<file path="src/rtl/multiport_reg_file.sv">
`default_nettype none
// +--------------------------------------------------------------------------+
// | Module      : multiport_reg_file                                         |
// | Description : NR-read / NW-write register file with optional hardwired   |
// |               zero entry, write-to-read bypass and registered read.      |
// | Revision    : 1.0 - initial release                                      |
// +--------------------------------------------------------------------------+
module multiport_reg_file #(
  parameter int DW      = 32,
  parameter int DEPTH   = 32,
  parameter int AW      = 5,
  parameter int NR      = 2,
  parameter int NW      = 1,
  parameter int ZERO_R0 = 1,
  parameter int BYPASS  = 1,
  parameter int REG_RD  = 0
) (
  input  logic             clk,
  input  logic             rst_n,
  input  logic [NW-1:0]    we,
  input  logic [NW*AW-1:0] waddr,
  input  logic [NW*DW-1:0] wdata,
  input  logic [NR-1:0]    re,
  input  logic [NR*AW-1:0] raddr,
  output logic [NR*DW-1:0] rdata,
  output logic             wr_conf
);

  logic [DW-1:0] r_regs [DEPTH];
  logic [DW-1:0] w_rval [NR];

  // Ports are visited in ascending order so the highest enabled port wins a collision.
  always_ff @(posedge clk or negedge rst_n) begin
    if (!rst_n) begin
      for (int i = 0; i < DEPTH; i++) begin
        r_regs[i] <= '0;
      end
    end else begin
      for (int k = 0; k < NW; k++) begin
        if (we[k] && !(ZERO_R0 != 0 && waddr[k*AW +: AW] == '0)) begin
          r_regs[waddr[k*AW +: AW]] <= wdata[k*DW +: DW];
        end
      end
    end
  end

  // Read value: zero entry beats bypass, bypass beats stored value.
  always_comb begin
    for (int j = 0; j < NR; j++) begin
      w_rval[j] = r_regs[raddr[j*AW +: AW]];
      if (BYPASS != 0) begin
        for (int k = 0; k < NW; k++) begin
          if (we[k] && waddr[k*AW +: AW] == raddr[j*AW +: AW]) begin
            w_rval[j] = wdata[k*DW +: DW];
          end
        end
      end
      if (ZERO_R0 != 0 && raddr[j*AW +: AW] == '0) begin
        w_rval[j] = '0;
      end
    end
  end

  for (genvar j = 0; j < NR; j++) begin : g_rd
    if (REG_RD != 0) begin : g_reg
      logic [DW-1:0] r_rdata;
      always_ff @(posedge clk or negedge rst_n) begin
        if (!rst_n) begin
          r_rdata <= '0;
        end else if (re[j]) begin
          r_rdata <= w_rval[j];
        end
      end
      assign rdata[j*DW +: DW] = r_rdata;
    end else begin : g_comb
      assign rdata[j*DW +: DW] = w_rval[j];
    end
  end

  if (REG_RD == 0) begin : g_re_unused
    logic w_unused_re;
    assign w_unused_re = ^re;
  end

  if (NW >= 2) begin : g_conf
    logic w_conf;
    logic r_wr_conf;
    assign w_conf = we[0] && we[1] && (waddr[0 +: AW] == waddr[AW +: AW]) &&
                    !(ZERO_R0 != 0 && waddr[0 +: AW] == '0);
    always_ff @(posedge clk or negedge rst_n) begin
      if (!rst_n) begin
        r_wr_conf <= 1'b0;
      end else begin
        r_wr_conf <= w_conf;
      end
    end
    assign wr_conf = r_wr_conf;
  end else begin : g_no_conf
    assign wr_conf = 1'b0;
  end

endmodule
`default_nettype wire

</file>
<file path="config.mk">
export PLATFORM = sky130hd
export DESIGN_NAME = multiport_reg_file
export DESIGN_NICKNAME = d
export VERILOG_FILES = /design/src/rtl/multiport_reg_file.sv
export SDC_FILE = /design/constraint.sdc
export NUM_CORES = 2
export LEC_CHECK = 0
export CAP_MARGIN = 10
export CORE_MARGIN = 3
export CORE_UTILIZATION = 40
export CTS_CLUSTER_SIZE = 10
export DETAILED_ROUTE_END_ITERATION = 16
export PLACE_DENSITY_LB_ADDON = 0.25
export SYNTH_ARGS = -nofsm -noshare
export SYNTH_HDL_FRONTEND = slang
export SYNTH_SLANG_ARGS = --single-unit
</file>
<file path="constraint.sdc">
create_clock -name clk -period 5.1 [get_ports clk]
set_clock_uncertainty 0.2 [all_clocks]
set_input_delay 1.02 -clock clk [delete_from_list [all_inputs] [get_ports clk]]
set_output_delay 1.02 -clock clk [all_outputs]
set_load 0.02 [all_outputs]
</file>
# Yosys cells after proc, flatten, opt, wreduce, memory -nomap -nowiden
# Cells that the tools add are included.
# word_totals
out_inout_bits,65
reg_bits,1024
inputBits,52
# op_classes
n_mux,13
bitwise_logic,3
order_cmp,4
n_eq_ne,2
n_reduce_logical,8
# op_table
operator,count
1024-bit bitwise mux,1
32-bit binary-select mux with 5-bit select,2
32-bit 2-to-1 mux,9
32-bit demux with 5-bit select,1
6-bit greater-or-equal comparator (second input constant),3
5-bit NOT with 6-bit output,3
5-bit zero test,3
5-bit equality test,2
6-bit by 1-bit less-than comparator with 1-bit output (second input constant),1
1-bit logical AND,4
1-bit zero test,1

# Logic depth before layout (Yosys ltp)
# logic_depth
word_depth,6
depth_mapped,9
mapped_depth_nobuf,5

# Worst setup path after synthesis
# No wires, ideal clock.
# synth_timing
path_kind,input-to-output
start,input port raddr[0]
end,output port rdata[31]
slack_ns,1.206
required_ns,3.880
cell_stages,9
arrival_time_ns,2.674
path_cell_list,buf_2 > buf_6 > buf_2 > buf_2 > mux2i_1 > o22ai_1 > a211oi_1 > o21ai_0 > a32o_1
# synth_between
elab_chain_len,6
# synth_lines
element,line,rtl
"start, declared",24,"input logic [NR*AW-1:0] raddr,"
5-bit NOT with 6-bit output (not written as such),50,w_rval[j] = r_regs[raddr[j*AW +: AW]];
32-bit binary-select mux with 5-bit select,50,
32-bit 2-to-1 mux (not written as such) (2 in a row),50,
32-bit 2-to-1 mux,53,if (we[k] && waddr[k*AW +: AW] == raddr[j*AW +: AW]) begin
32-bit 2-to-1 mux (*),58,if (ZERO_R0 != 0 && raddr[j*AW +: AW] == '0) begin
"end, declared",25,"output logic [NR*DW-1:0] rdata,"
# Mark *: on every way between the ends. The rest lies on a longest branch, timed or not. The select of a mux whose other input is x is not followed.

# Final worst setup path
# layout_timing
start,input port raddr[8]
end,output port rdata[45]
# The elaborated chain is that of the path after synthesis.

==> results.py <==
metrics = {
    "route": {
        "wl_per_cell_microns": 33.7,
        "top_layer": "met4",
        "vias": 36521,
        "met3_length_microns": 12300,
        "wl_met2_microns": 91100,
        "drc": 0,
        "wl_microns": 191000,
        "drt_pass1_iterations": 6,
        "drt_iter0_markers": 3690,
        "ant_nets": 0,
        "met1_length_microns": 79400,
        "avgViaCountPerCell": 6.43,
    },
    "yosys": {
        "synth_seq_cells": 1024,
        "ys_async_sr_fraction_pct": 100,
        "yosysSeqAreaShare_pct": 46.7,
        "ys_types": 55,
        "synthFlopType": "dfrtp_1",
        "syn_inst": 3789,
        "netlist_area_sq_um": 54800,
        "synth_edf_count": 0,
        "yosysWarnings": 0,
        "syn_nets": 3841,
        "avgSynthCellArea_sq_um": 14.5,
    },
    "sta": {
        "period_share_pct": 99.1,
        "fin_crit_ns": 5.06,
        "finalSetupViolCount": 0,
        "tightest_slew_ns": 1.13,
        "slew_headroom_pct": 24.2,
        "finalHoldViolCount": 0,
        "drv_slew": 0,
        "timing.fmax_mhz": 198,
        "rsz0062_at_grt": "false",
    },
    "finish": {
        "area_growth_pct": 14.3,
        "design_area_sq_um": 62700,
        "largest-register": "r_regs",
        "utilization_pct": 46.2,
        "reg_top3": "r_regs (1024)",
        "largest_register_ffs": 1024,
        "final_nets": 3905,
        "n_fill_cell": 12102,
        "drive_above_1_share_pct": 47.9,
    },
    "global_route": {
        "grt_start_max_net_pins": 124,
        "grt_usage_pct": 27.0,
        "antenna_found_initial": 1,
        "grt_pass1_vias": 37614,
        "grt_pass1_wl_microns": 277000,
        "grt_overflow": 0,
    },
    "place": {
        "placed_area_sq_um": 59400,
        "numPortBuffers": 113,
        "place_hpwl_microns": 115000,
        "gp_congestion": 0.823,
    },
    "die": {
        "die_h_microns": 376,
        "die_w_microns": 376,
        "coreArea_sq_um": 136000,
        "rows": 135,
        "start_util_pct": 40.4,
        "ios": 117,
        "die-area_sq_um": 142000,
    },
    "critical_path": {
        "slowest_delay_ns": 0.64,
        "cp.depth": 8,
        "cpLargestDelayFamily": "buffers and inverters",
        "cp_slowest_cell": "clkdlybuf4s50_1",
        "crit_fanout": 13,
        "path_cells": "clkdlybuf4s50_1 > buf_4 > o21ai_4 > buf_12 > a2111oi_1 > buf_4 > a221o_1 > clkdlybuf4s50_1",
        "path_class": "in -> out",
        "start_kind": "input pin",
        "crit_path_end_kind": "output port",
        "worst-r2r-cell-count": 1,
        "arrival_ns": 3.84,
        "required_ns": 3.88,
        "path_buf_inv": 5,
    },
    "min_path": {
        "min_path_type": "in -> async",
    },
    "pwr": {
        "p_leak_nw": 27.1,
        "ir_drop_mv": 0.285,
        "pwr_density_cell_nw_per_um2": 376,
    },
    "clock_network": {
        "clock_path_buffers": 3,
        "cts.sinks": 1024,
        "cts_tree": "yes",
        "cts_max_level": 3,
        "insertion_delay_ns": 0.73,
        "clk_pin_slew_worst_paths_ns": 0.05,
        "root_buffer": "clkbuf_16",
        "hold_buffers": 0,
        "cts_buffers": 117,
    },
    "status": {
        "run_status": "finished clean",
    },
    "run": {
        "max_cap_violations": 0,
    },
}
## final timing paths
check	from	to	slack [ns]
max	raddr[8]	rdata[45]	0.04
min	rst_n	r_regs[169]$_DFFE_PN0P_	0.09
max reg2reg	r_regs[329]$_DFFE_PN0P_	r_regs[329]$_DFFE_PN0P_	4.10
min reg2reg	r_regs[1007]$_DFFE_PN0P_	r_regs[1007]$_DFFE_PN0P_	0.19
max in group asynchronous	rst_n	r_regs[67]$_DFFE_PN0P_	3.13
min in group clk	r_regs[1007]$_DFFE_PN0P_	r_regs[1007]$_DFFE_PN0P_	0.19
## routing by layer
metal  vias up  global-route usage (%)
met5         -                       0
met4         0                    10.7
met3       409                    4.77
met2      1466                    43.4
met1     19885                    36.3
li1      14761                       -
## repair_timing
action                     4_1_cts  5_1_grt
resized for setup                1        1
buffers inserted                 0        0
pin swaps                        0        1
setup endpoints to repair        1        1
## cells in the final DEF, fill, tap and decap left out, types with 55 or more instances in the layout
cell type and instances:
buf_4 209, mux2i_1 278, clkbuf_16 119, mux4_2 396, mux2_2 981, nand2_1 74
dfrtp_1 1024, buf_12 79, a22oi_1 127, clkdlybuf4s50_1 82, a21oi_1 55
## power by group
part,internal [W],switching (W)
Clock,0.00429,0.00339
Sequential,0.00968,0.00111
Combinational,0.00296,0.00213
## cell type report
| cell class | instances | area (sq um) | share of cell area (%) |
|---|---|---|---|
| diodes | 1 | 2.50 | 0.00399 |
| clock inverters | 10 | 146 | 0.234 |
| multi-input cells | 2329 | 27500 | 43.8 |
| inverters | 3 | 11.3 | 0.0180 |
| repair buffers | 378 | 4070 | 6.50 |
| clock buffers | 152 | 3140 | 5.01 |
| flip-flops and latches | 1024 | 25600 | 40.9 |
| well taps | 1781 | 2230 | 3.55 |
## cell families (layout without fill, tap and decap cells)
logic type / count (synthesis) / in the layout / synth area share (%)
compound gates: 438 / 438 / 5.86
xor+xnor: 10 / 10 / 0.160
buf+inv: 436 / 543 / 3.74
flops: 1024 / 1024 / 46.7
mux: 1667 / 1667 / 41.7
other cells: 1 / 2 / 0.00684
simple gates: 213 / 213 / 1.76
## synthesized netlist by cell type (50+ instances only)
cell type,count,area (sq um)
a21oi_1,55,275
a22oi_1,127,953
buf_1,56,210
buf_2,117,586
clkbuf_1,213,800
dfrtp_1,1024,25600
mux2_2,981,11000
mux2i_1,278,2780
mux4_2,396,8920
nand2_1,90,338
nor2_1,58,218
o21ai_0,50,250
## stage by stage
stage                     hold WS, ns  std cells  setup WS [ns]  setup TNS [ns]  total power (W)
after global routing            0.102       5677        0.00211               0           0.0246
after global placement          0.177       5515         0.0117               0           0.0158
after CTS                      0.0892       5677         0.0349               0           0.0237
after detailed placement        0.182       5515       -0.00311        -0.00311           0.0160
final                          0.0917       5678         0.0444               0           0.0236
after floorplan                 0.241       3789           1.21               0           0.0142
(Power assumes the default switching activity.)
